[src/rtl/uart_pkg.sv]
// Shared constants and divisor type for the UART baud generator and its
// register block.
package uart_pkg;

    localparam int CNT_W      = 16;
    localparam int FRAC_W     = 4;
    localparam int OVERSAMPLE = 16;

    localparam logic [CNT_W-1:0]  DEF_INT  = 16'd54;
    localparam logic [FRAC_W-1:0] DEF_FRAC = 4'd4;
    localparam logic [CNT_W-1:0]  MIN_INT  = 16'd2;

    typedef struct packed {
        logic [CNT_W-1:0]  div_int;
        logic [FRAC_W-1:0] div_frac;
    } baud_div_t;

    // A period shorter than two clocks cannot hold the registered tick.
    function automatic logic div_valid(input logic [CNT_W-1:0] value);
        return (value >= MIN_INT);
    endfunction

endpackage

[src/rtl/uart_frac_baud_gen_if.sv]
// Control and tick bundle between the baud generator and its users.
interface uart_frac_baud_gen_if;
    import uart_pkg::*;

    logic              en;
    logic              resync;
    logic [CNT_W-1:0]  div_int;
    logic [FRAC_W-1:0] div_frac;
    logic              div_load;
    logic              div_pending;
    logic              div_err;
    logic              tick_os;
    logic              tick_mid;
    logic              tick_bit;

    modport master (
        output en, resync, div_int, div_frac, div_load,
        input  div_pending, div_err, tick_os, tick_mid, tick_bit
    );

    modport slave (
        input  en, resync, div_int, div_frac, div_load,
        output div_pending, div_err, tick_os, tick_mid, tick_bit
    );

endinterface

[src/rtl/uart_frac_accum.sv]
// Fractional phase accumulator: carry stretches the current period by one clk,
// the accumulator advances once per completed period.
module uart_frac_accum
    import uart_pkg::*;
(
    input  logic              clk,
    input  logic              reset,
    input  logic              clear,
    input  logic              adv,
    input  logic [FRAC_W-1:0] frac,
    output logic              carry
);

    logic [FRAC_W-1:0] acc_r;
    logic [FRAC_W:0]   sum_s;

    // Sum of the running phase and the fractional step.
    always_comb begin
        sum_s = {1'b0, acc_r} + {1'b0, frac};
    end

    assign carry = sum_s[FRAC_W];

    // Phase register; clear restarts from zero so the first period is un-stretched.
    always_ff @(posedge clk) begin
        if (reset) begin
            acc_r <= {FRAC_W{1'b0}};
        end else if (clear) begin
            acc_r <= {FRAC_W{1'b0}};
        end else if (adv) begin
            acc_r <= sum_s[FRAC_W-1:0];
        end else begin
            acc_r <= acc_r;
        end
    end

endmodule

[src/rtl/uart_frac_baud_gen.sv]
// Runtime-programmable fractional baud generator producing oversample,
// mid-bit and bit-rate ticks.
module uart_frac_baud_gen #(
    parameter int                           OVERSAMPLE = uart_pkg::OVERSAMPLE,
    parameter logic [uart_pkg::CNT_W-1:0]   DEF_INT    = uart_pkg::DEF_INT,
    parameter logic [uart_pkg::FRAC_W-1:0]  DEF_FRAC   = uart_pkg::DEF_FRAC
) (
    input  logic                 clk,
    input  logic                 reset,
    uart_frac_baud_gen_if.slave  bus
);
    import uart_pkg::*;

    localparam int             OS_W    = $clog2(OVERSAMPLE);
    localparam logic [OS_W-1:0] OS_LAST = OS_W'(OVERSAMPLE - 1);
    localparam logic [OS_W-1:0] OS_MID  = OS_W'(OVERSAMPLE / 2 - 1);
    localparam logic [OS_W-1:0] OS_ONE  = OS_W'(1);
    localparam baud_div_t       DEF_DIV = '{div_int: DEF_INT, div_frac: DEF_FRAC};

    logic [CNT_W:0]  cnt_r;
    logic [OS_W-1:0] os_cnt_r;
    logic            tick_os_r;
    logic            tick_mid_r;
    logic            tick_bit_r;
    baud_div_t       active_r;
    baud_div_t       shadow_r;
    logic            pending_r;
    logic            err_r;

    baud_div_t       active_nx;
    baud_div_t       shadow_nx;
    logic            pending_nx;
    logic            err_nx;
    baud_div_t       load_div_s;
    logic            load_ok_s;
    logic            carry_s;
    logic [CNT_W:0]  period_last_s;
    logic            period_end_s;

    uart_frac_accum u_accum (
        .clk   (clk),
        .reset (reset),
        .clear (bus.resync),
        .adv   (period_end_s),
        .frac  (active_r.div_frac),
        .carry (carry_s)
    );

    // Last count of the current period; cnt is one bit wider so P may reach 2^CNT_W.
    always_comb begin
        period_last_s = {1'b0, active_r.div_int} + {{CNT_W{1'b0}}, carry_s}
                        - {{CNT_W{1'b0}}, 1'b1};
        period_end_s  = bus.en && (cnt_r == period_last_s);
        load_div_s    = '{div_int: bus.div_int, div_frac: bus.div_frac};
        load_ok_s     = div_valid(bus.div_int);
    end

    // Divisor bookkeeping; a load together with resync takes effect immediately.
    always_comb begin
        active_nx  = active_r;
        shadow_nx  = shadow_r;
        pending_nx = pending_r;
        err_nx     = err_r;
        if (bus.resync) begin
            pending_nx = 1'b0;
            if (pending_r) begin
                active_nx = shadow_r;
            end else begin
                active_nx = active_r;
            end
            if (bus.div_load) begin
                if (load_ok_s) begin
                    active_nx = load_div_s;
                    shadow_nx = load_div_s;
                    err_nx    = 1'b0;
                end else begin
                    err_nx    = 1'b1;
                end
            end else begin
                err_nx = err_r;
            end
        end else begin
            if (period_end_s && pending_r) begin
                active_nx  = shadow_r;
                pending_nx = 1'b0;
            end else begin
                active_nx  = active_r;
            end
            if (bus.div_load) begin
                if (load_ok_s) begin
                    shadow_nx  = load_div_s;
                    pending_nx = 1'b1;
                    err_nx     = 1'b0;
                end else begin
                    err_nx     = 1'b1;
                end
            end else begin
                shadow_nx = shadow_r;
            end
        end
    end

    // Divisor state registers.
    always_ff @(posedge clk) begin
        if (reset) begin
            active_r  <= DEF_DIV;
            shadow_r  <= DEF_DIV;
            pending_r <= 1'b0;
            err_r     <= 1'b0;
        end else begin
            active_r  <= active_nx;
            shadow_r  <= shadow_nx;
            pending_r <= pending_nx;
            err_r     <= err_nx;
        end
    end

    // Period and oversample counters with registered tick generation.
    always_ff @(posedge clk) begin
        if (reset || bus.resync) begin
            cnt_r      <= {(CNT_W+1){1'b0}};
            os_cnt_r   <= {OS_W{1'b0}};
            tick_os_r  <= 1'b0;
            tick_mid_r <= 1'b0;
            tick_bit_r <= 1'b0;
        end else if (period_end_s) begin
            cnt_r      <= {(CNT_W+1){1'b0}};
            tick_os_r  <= 1'b1;
            tick_mid_r <= (os_cnt_r == OS_MID);
            tick_bit_r <= (os_cnt_r == OS_LAST);
            if (os_cnt_r == OS_LAST) begin
                os_cnt_r <= {OS_W{1'b0}};
            end else begin
                os_cnt_r <= os_cnt_r + OS_ONE;
            end
        end else begin
            if (bus.en) begin
                cnt_r <= cnt_r + {{CNT_W{1'b0}}, 1'b1};
            end else begin
                cnt_r <= cnt_r;
            end
            tick_os_r  <= 1'b0;
            tick_mid_r <= 1'b0;
            tick_bit_r <= 1'b0;
        end
    end

    assign bus.tick_os     = tick_os_r;
    assign bus.tick_mid    = tick_mid_r;
    assign bus.tick_bit    = tick_bit_r;
    assign bus.div_pending = pending_r;
    assign bus.div_err     = err_r;

endmodule

[src/flat_wrapper.sv]
// flat-port wrapper written by rule: the top's interface ports become plain ports
module uart_frac_baud_gen_flat import uart_pkg::*;
#(
    parameter int                           OVERSAMPLE = uart_pkg::OVERSAMPLE,
    parameter logic [uart_pkg::CNT_W-1:0]   DEF_INT    = uart_pkg::DEF_INT,
    parameter logic [uart_pkg::FRAC_W-1:0]  DEF_FRAC   = uart_pkg::DEF_FRAC
)
  (clk, reset, bus_en, bus_resync, bus_div_int, bus_div_frac, bus_div_load, bus_div_pending, bus_div_err, bus_tick_os, bus_tick_mid, bus_tick_bit);
  uart_frac_baud_gen_if bus_i ();
  input  logic clk;
  input  logic reset;
  input wire logic [$bits(bus_i.en)-1:0] bus_en;
  input wire logic [$bits(bus_i.resync)-1:0] bus_resync;
  input wire logic [$bits(bus_i.div_int)-1:0] bus_div_int;
  input wire logic [$bits(bus_i.div_frac)-1:0] bus_div_frac;
  input wire logic [$bits(bus_i.div_load)-1:0] bus_div_load;
  output wire logic [$bits(bus_i.div_pending)-1:0] bus_div_pending;
  output wire logic [$bits(bus_i.div_err)-1:0] bus_div_err;
  output wire logic [$bits(bus_i.tick_os)-1:0] bus_tick_os;
  output wire logic [$bits(bus_i.tick_mid)-1:0] bus_tick_mid;
  output wire logic [$bits(bus_i.tick_bit)-1:0] bus_tick_bit;
  assign bus_i.en = bus_en;
  assign bus_i.resync = bus_resync;
  assign bus_i.div_int = bus_div_int;
  assign bus_i.div_frac = bus_div_frac;
  assign bus_i.div_load = bus_div_load;
  assign bus_div_pending = bus_i.div_pending;
  assign bus_div_err = bus_i.div_err;
  assign bus_tick_os = bus_i.tick_os;
  assign bus_tick_mid = bus_i.tick_mid;
  assign bus_tick_bit = bus_i.tick_bit;
  uart_frac_baud_gen #(.OVERSAMPLE(OVERSAMPLE), .DEF_INT(DEF_INT), .DEF_FRAC(DEF_FRAC)) u_core (.clk(clk), .reset(reset), .bus(bus_i));
endmodule
[config.mk]
export PLATFORM = sky130hd
export DESIGN_NAME = uart_frac_baud_gen_flat
export DESIGN_NICKNAME = d
export VERILOG_FILES = /design/src/rtl/uart_pkg.sv /design/src/rtl/uart_frac_baud_gen_if.sv /design/src/rtl/uart_frac_accum.sv /design/src/rtl/uart_frac_baud_gen.sv /design/src/flat_wrapper.sv
export SDC_FILE = /design/constraint.sdc
export NUM_CORES = 1
export LEC_CHECK = 0
export ABC_AREA = 1
export CELL_PAD_IN_SITES_DETAIL_PLACEMENT = 0
export CELL_PAD_IN_SITES_GLOBAL_PLACEMENT = 1
export CORE_UTILIZATION = 42
export DETAILED_ROUTE_END_ITERATION = 6
export GPL_TIMING_DRIVEN = 0
export PLACE_DENSITY = 0.91
export SYNTH_ARGS = -nofsm -noshare
export SYNTH_HDL_FRONTEND = slang
export SYNTH_SLANG_ARGS = --single-unit
[constraint.sdc]
create_clock -name clk -period 3.3 [get_ports clk]
set_input_delay 0.99 -clock clk [delete_from_list [all_inputs] [get_ports clk]]
set_output_delay 0.99 -clock clk [all_outputs]
set_load 0.03 [all_outputs]
==> results of run 1 <==
stage by stage:
stage,total power (µW),instance area (µm²),std cells
floorplan,1130,4230,670
global placement,1220,4680,831
detailed placement,1230,4680,831
CTS,2020,4910,848
global route,2110,4980,852
finish,2010,4980,852
final timing paths:
kind | from | end | cells past startpoint
min | u_core.u_accum.acc_r[0] | u_core.u_accum.acc_r[0] | 2
max | u_core.active_r[0] | u_core.active_r[10] | 18
min reg2reg | u_core.u_accum.acc_r[0] | u_core.u_accum.acc_r[0] | 2
max reg2reg | u_core.active_r[0] | u_core.active_r[10] | 18
worst register-to-register path, delay by kind of cell, from the launching register on:
family	cells	cell delay, ns
adder cells (fa/ha/maj)	4	1.04
AND/OR/NAND/NOR	9	0.94
buffers and inverters	2	0.22
flip-flops	1	0.36
AO/OA/AOI/OAI	3	0.35
logic make-up after synthesis:
kind of cell / Yosys count
flip-flops: 70
AO/OA/AOI/OAI: 80
adder cells (fa/ha/maj): 9
XOR/XNOR: 20
buffers and inverters: 86
AND/OR/NAND/NOR: 405
sequential cells by signal, summed over array words and instances, names as in the netlist:
register / count
u_core.cnt_r: 17
u_core.bus.tick_mid: 1
u_core.bus.tick_os: 1
u_core.bus.div_pending: 1
u_core.active_r: 20
u_core.bus.tick_bit: 1
u_core.bus.div_err: 1
u_core.shadow_r: 20
u_core.u_accum.acc_r: 4
u_core.os_cnt_r: 4
cell usage in the layout (no fill, tap or decap), types with 7 or more instances in the layout:
cell	netlist	layout
sky130_fd_sc_hd__a21oi_1	42	38
sky130_fd_sc_hd__clkbuf_1	16	17
sky130_fd_sc_hd__clkbuf_8	0	10
sky130_fd_sc_hd__clkdlybuf4s50_1	0	28
sky130_fd_sc_hd__dfxtp_1	70	68
sky130_fd_sc_hd__inv_1	54	53
sky130_fd_sc_hd__nand2_1	209	209
sky130_fd_sc_hd__nand3_1	83	83
sky130_fd_sc_hd__nor2_1	75	74
sky130_fd_sc_hd__nor2_2	8	9
sky130_fd_sc_hd__nor3_1	7	7
sky130_fd_sc_hd__o21ai_0	28	27
sky130_fd_sc_hd__xnor2_1	9	9
sky130_fd_sc_hd__xor2_1	11	11
report_power, final:
part,switching (µW),internal (µW),total [µW]
registers,34.3,878,913
logic,180,124,305
clock network,340,448,788
final cells by class:
type,instances,area [µm²]
Fill cell,1032,4790
Multi-Input combinational cell,515,2500
Sequential cell,70,1400
Timing Repair Buffer,32,310
Inverter,56,210
Tap cell,133,166
Buffer,30,161
Clock buffer,11,141
Clock inverter,5,82.6
metal layers:
layer	GRT usage, %	share of wire (%)	vias up	wire (µm)
met2	39.2	47	78	5110
met3	6.16	3.7	10	401
met1	28.3	48	1888	5190
met5	0	0	-	0
li1	-	-	2250	-
met4	5.93	1.1	0	119
what timing repair did:
| item | in CTS | in global routing |
|---|---|---|
| pin swaps | 1 | 2 |
| cloned | 0 | 1 |
| resized for setup | 3 | 11 |
| setup endpoints to repair | 39 | 46 |
| endpoints found under the hold margin | 0 | 0 |
| buffers inserted | 1 | 3 |
==> flow_summary.json, run 1 <==
{
  "synth-seq-cells": 70,
  "hold_slack_ns": 0.453,
  "final_critical_path_setup_slack_ns": 0.310,
  "dp_worst_setup_slack_ns": -0.113,
  "first_global_vias": 4008,
  "vias": 4226,
  "place.port_buffers": 28,
  "num-nets-final": 748,
  "ys_dominant_reg_cell": "sky130_fd_sc_hd__dfxtp_1",
  "routabilityCongestion": 0.854,
  "setup_repair_after_global_routing_missed_its_margin": "no",
  "ff2ff_setup_slack_ns": 0.31,
  "crit_end_category": "flip-flop",
  "post_synth_instance_area_um2": 4230,
  "combinational_family_with_the_most_area_after_synthesis": "simple AND/OR/NAND/NOR gates",
  "total_of_endpoints_with_negative_setup_slack_in_the_final_report": 0,
  "yosys-top-cells-count": "sky130_fd_sc_hd__nand2_1, sky130_fd_sc_hd__nand3_1, sky130_fd_sc_hd__nor2_1",
  "ys_seq_area_share_pct": 33.1,
  "antenna_found_initial": 0,
  "grt_max_degree": 13,
  "detail_routed_net_length_per_standard_cell_um": 12.7,
  "globalRoute.totalOverflow": 0,
  "number_of_buffers_inserted_during_clock_tree_synthesis": 9,
  "layout_cells_sized_above_1_pct": 9.18,
  "dr.pass1.iters": 4,
  "max-cap-violations": 0,
  "synth_warnings": 0,
  "route.antenna.remaining_nets": 0,
  "synth_enable_flop_cells": 0,
  "clock_sinks": 70,
  "synth-adder-area-share_pct": 2.84,
  "top_cell_type_by_total_area_after_synthesis": "sky130_fd_sc_hd__dfxtp_1",
  "clockBufferDepth": 2,
  "worst-endpoint-arrival_ns": 3.24,
  "timing.hold.worst.class": "flip-flop to flip-flop",
  "hold_violations": 0,
  "max_stage_delay_ns": 0.36,
  "grt_usage_pct": 22.9,
  "start_kind": "flip-flop",
  "syn2layout_area_growth_pct": 17.7,
  "postRouteWirelength_um": 10800,
  "yosys-top-cells-area": "sky130_fd_sc_hd__dfxtp_1, sky130_fd_sc_hd__nand2_1, sky130_fd_sc_hd__nand3_1",
  "ioPinCount": 30,
  "crit_path_required_time_ns": 3.55,
  "critical_path_class": "flip-flop to flip-flop",
  "avgSynthCellArea_um2": 6.31,
  "timing.final.crit_share_pct": 90.6,
  "core_area_um2": 9770,
  "mux_cell_area_share_after_synthesis_pct": 0,
  "netlist.area_leader.share_pct": 33.1,
  "report.final.slew_viol_count": 0,
  "cts_hold_buffers": 0,
  "syn_inst_count": 670,
  "diodes": 0,
  "die-width_um": 102,
  "clockRootBuffer": "sky130_fd_sc_hd__clkbuf_8",
  "xor_and_xnor_area_share_after_synthesis_pct": 4.14,
  "fin_skew_ns": 0.0109,
  "timing_worst_slew_pin_value_ns": 0.651,
  "top_count_cell_post_synth": "sky130_fd_sc_hd__nand2_1",
  "postLayoutCoreUtil_pct": 51.0,
  "achievable-frequency_mhz": 334,
  "worst_slew_margin_rel_pct": 56.6,
  "global_route_wire_length_before_repair_um": 18400,
  "post-dp-hpwl_um": 8360,
  "cp.buffers_inverters": 2,
  "crit_path_top_delay_cell": "sky130_fd_sc_hd__dfxtp_2",
  "initial_core_util_pct": 43.3,
  "postSynth.asyncResetShare_pct": 0,
  "cell_chain_of_the_critical_path": "ha_1 -> inv_1 -> fa_2 -> o21ai_2 -> a21oi_1 -> ha_2 -> ha_4 -> or2_2 -> nand3_1 -> nor2_1 -> nand2_1 -> nor2_2 -> nand3_2 -> nor2_4 -> nand2_4 -> buf_6 -> a21oi_1 -> nor2_1",
  "synth_compound_area_share_pct": 9.88,
  "finalSetupTns_ns": 0,
  "cpLargestDelayFamily": "adder cells",
  "clk_pin_slew_worst_paths_ns": 0.08,
  "fin_crit_ns": 2.99,
  "synth_fp_nets": 704,
  "fp-row-count": 36,
  "power.static_leakage_uw": 0.00217,
  "crit_path_max_fanout": 10,
  "remaining_drc_errors": 0,
  "run_status": "finished, final reports clean",
  "chipHeight_um": 102,
  "die_area_um2": 10500,
  "ctsHtreeMaxLevel": 3,
  "power_density_nw_per_um2": 403,
  "cts_tree": "built",
  "clock_insertion_delay_worst_skew_ns": 0.36,
  "worst_ir_drop_vdd_v": 0.000215,
  "drt_iter0_markers": 224,
  "netlist-cell-type-count": 35,
  "synth-simple-area-share_pct": 41.3,
  "post_drt_via_cell_ratio": 4.96
}
(Power assumes the default switching activity.)
==> inputs of run 2 (changes only) <==
--- a/config.mk
+++ b/config.mk
@@ -6,12 +6,13 @@
 export NUM_CORES = 1
 export LEC_CHECK = 0
 export ABC_AREA = 1
+export CAP_MARGIN = 10
 export CELL_PAD_IN_SITES_DETAIL_PLACEMENT = 0
 export CELL_PAD_IN_SITES_GLOBAL_PLACEMENT = 1
 export CORE_UTILIZATION = 42
 export DETAILED_ROUTE_END_ITERATION = 6
 export GPL_TIMING_DRIVEN = 0
-export PLACE_DENSITY = 0.91
+export PLACE_DENSITY_LB_ADDON = 0.1
 export SYNTH_ARGS = -nofsm -noshare
 export SYNTH_HDL_FRONTEND = slang
 export SYNTH_SLANG_ARGS = --single-unit
==> run 2 against run 1 <==
Maximum frequency fell by 2.1%. Core utilization fell by 0.32 points. Clock-buffer cell count fell by 1. Largest cell class unchanged. Non-clock buffer count fell by 1. Die area did not move. First-iteration DRC count fell by 13%. Critical endpoint is now u_core.active_r[0]. Flip-flop and latch count did not move. Via count fell by 0.35%. Worst setup slack got worse by 0.064 ns. Critical path type unchanged. Clock skew rose by 0.0013 ns.
==> flow_summary.json, run 2 (synthesis gave the netlist of run 1 again) <==
{
  "largest_registers": "u_core.active_r x20, u_core.shadow_r x20, u_core.cnt_r x17",
  "detail_routed_net_length_per_standard_cell_um": 12.9,
  "cell_type_with_the_highest_occurrence_count_on_the_critical_path": "sky130_fd_sc_hd__nor2_1",
  "global_route_wire_length_before_repair_um": 18500,
  "fin_skew_ns": 0.0122,
  "die_area_um2": 10500,
  "max_stage_delay_ns": 0.39,
  "worst_ir_drop_vdd_v": 0.000215,
  "cts_hold_buffers": 0,
  "worst-endpoint-arrival_ns": 3.30,
  "timing_worst_slew_pin_value_ns": 0.638,
  "run_status": "finished, final reports clean",
  "ctsHtreeMaxLevel": 3,
  "cell_chain_of_the_critical_path": "ha_1 -> inv_1 -> fa_1 -> o21ai_1 -> a21oi_1 -> ha_2 -> ha_4 -> or2_2 -> nand3_1 -> nor2_1 -> nand2_1 -> nor2_1 -> nand3_2 -> nor2_4 -> nand2_4 -> buf_6 -> a21oi_1 -> nor2_1",
  "clk_pin_slew_worst_paths_ns": 0.08,
  "report.final.slew_viol_count": 0,
  "clockRootBuffer": "sky130_fd_sc_hd__clkbuf_8",
  "power.static_leakage_uw": 0.00215,
  "most-common-layout-cells": "sky130_fd_sc_hd__nand2_1, sky130_fd_sc_hd__nand3_1, sky130_fd_sc_hd__nor2_1",
  "achievable-frequency_mhz": 327,
  "crit_end_category": "flip-flop",
  "chipHeight_um": 102,
  "clock_insertion_delay_worst_skew_ns": 0.36,
  "hold_violations": 0,
  "route.antenna.remaining_nets": 0,
  "postRouteWirelength_um": 11000,
  "timing.final.crit_share_pct": 92.5,
  "critical_path_class": "flip-flop to flip-flop",
  "num-nets-final": 747,
  "cpLargestDelayFamily": "adder cells",
  "crit_path_max_fanout": 10,
  "nFillCells": 1060,
  "power_density_nw_per_um2": 390,
  "die-width_um": 102,
  "number_of_buffers_inserted_during_clock_tree_synthesis": 9,
  "total_of_endpoints_with_negative_setup_slack_in_the_final_report": 0,
  "worst_slew_margin_rel_pct": 57.5,
  "ioPinCount": 30,
  "crit_path_top_delay_cell": "sky130_fd_sc_hd__fa_1",
  "core_area_um2": 9770,
  "drt_iter0_markers": 194,
  "first_global_vias": 3886,
  "max-cap-violations": 0,
  "post-dp-hpwl_um": 8560,
  "dp_worst_setup_slack_ns": -0.0962,
  "fin_crit_ns": 3.05,
  "routabilityCongestion": 0.827,
  "layout_commonest_cell": "sky130_fd_sc_hd__nand2_1",
  "finalSetupTns_ns": 0,
  "diodes": 0,
  "place.port_buffers": 28,
  "dr.pass1.iters": 4,
  "remaining_drc_errors": 0,
  "timing.hold.worst.class": "flip-flop to flip-flop",
  "setup_repair_after_global_routing_missed_its_margin": "no",
  "vias": 4211,
  "grt_max_degree": 13,
  "cts_tree": "built",
  "final_critical_path_setup_slack_ns": 0.246,
  "crit_path_required_time_ns": 3.55,
  "clock_sinks": 70,
  "layout_cells_sized_above_1_pct": 8.93,
  "post_drt_via_cell_ratio": 4.95,
  "initial_core_util_pct": 43.3,
  "clockBufferDepth": 2,
  "start_kind": "flip-flop",
  "fp-row-count": 36,
  "antenna_found_initial": 0,
  "syn2layout_area_growth_pct": 17.0,
  "grt_usage_pct": 22.9,
  "globalRoute.totalOverflow": 0,
  "cp.buffers_inverters": 2
}
-- run 2: cell count changes in the layout (fill, tap and decap cells not counted), sizes merged --
cell and change:
clkbuf -2, clkinv -2, inv +1, bufinv -1, clkinvlp +2
-- run 2: metrics by stage --
| step | hold WS, ns | area [µm²] | total power (µW) | cells | utilization (%) |
|---|---|---|---|---|---|
| after floorplan | 0.423 | 4230 | 1130 | 670 | - |
| after global placement | 0.432 | 4680 | 1220 | 831 | 47.8 |
| after detailed placement | 0.437 | 4680 | 1230 | 831 | 47.8 |
| after CTS | 0.458 | 4880 | 1940 | 847 | 49.9 |
| after global routing | 0.469 | 4950 | 2030 | 850 | 50.6 |
| final | 0.459 | 4950 | 1930 | 850 | 50.6 |
-- run 2: final cells by class --
type / instances / area, µm² / area share, %
Sequential cell: 70 / 1410 / 28.4
Buffer: 30 / 159 / 3.21
Tap cell: 133 / 166 / 3.36
Multi-Input combinational cell: 515 / 2510 / 50.7
Timing Repair Buffer: 31 / 303 / 6.12
Clock buffer: 10 / 138 / 2.78
Inverter: 56 / 210 / 4.25
Clock inverter: 5 / 58.8 / 1.19
-- run 2: path summary, 6_finish.rpt --
| kind | start | endpoint | slack (ns) | cells past startpoint |
|---|---|---|---|---|
| max | u_core.active_r[0] | u_core.active_r[0] | 0.25 | 18 |
| max reg2reg | u_core.active_r[0] | u_core.active_r[0] | 0.25 | 18 |
| min reg2reg | u_core.shadow_r[8] | u_core.shadow_r[8] | 0.46 | 2 |
| min | u_core.shadow_r[8] | u_core.shadow_r[8] | 0.46 | 2 |
-- run 2: repair_timing --
| item | CTS | global route |
|---|---|---|
| gates resized for setup | 2 | 11 |
| setup buffers | 1 | 2 |
| pin swaps | 1 | 1 |
| setup endpoints to repair | 21 | 43 |
| gates cloned | 0 | 1 |
-- run 2: power by group --
| group | switching [µW] | leakage, µW | total [µW] | internal, µW |
|---|---|---|---|---|
| Clock | 345 | 0.0000948 | 712 | 367 |
| Combinational | 182 | 0.00148 | 306 | 125 |
| Sequential | 34.1 | 0.000574 | 912 | 878 |
-- run 2: worst min-delay path, stage by stage (launching register included) --
cell and delay, ns:
sky130_fd_sc_hd__dfxtp_1 0.33, sky130_fd_sc_hd__nand2_1 0.05, sky130_fd_sc_hd__nand3_1 0.05
-- run 2: layer usage --
layer | vias up | part of all wire [%] | track usage (%)
met3 | 11 | 3.3 | 3.83
met5 | - | 0 | 0
met2 | 78 | 47 | 38.9
met4 | 0 | 1.4 | 7.25
li1 | 2237 | - | -
met1 | 1885 | 49 | 29.6
==> inputs of run 3 (changes only) <==
--- a/config.mk
+++ b/config.mk
@@ -10,6 +10,7 @@
 export CELL_PAD_IN_SITES_DETAIL_PLACEMENT = 0
 export CELL_PAD_IN_SITES_GLOBAL_PLACEMENT = 1
 export CORE_UTILIZATION = 42
+export CTS_CLUSTER_DIAMETER = 200
 export DETAILED_ROUTE_END_ITERATION = 6
 export GPL_TIMING_DRIVEN = 0
 export PLACE_DENSITY_LB_ADDON = 0.1
==> results of run 3 <==
The final DEF is identical to that of run 2; final timing and power are the same.
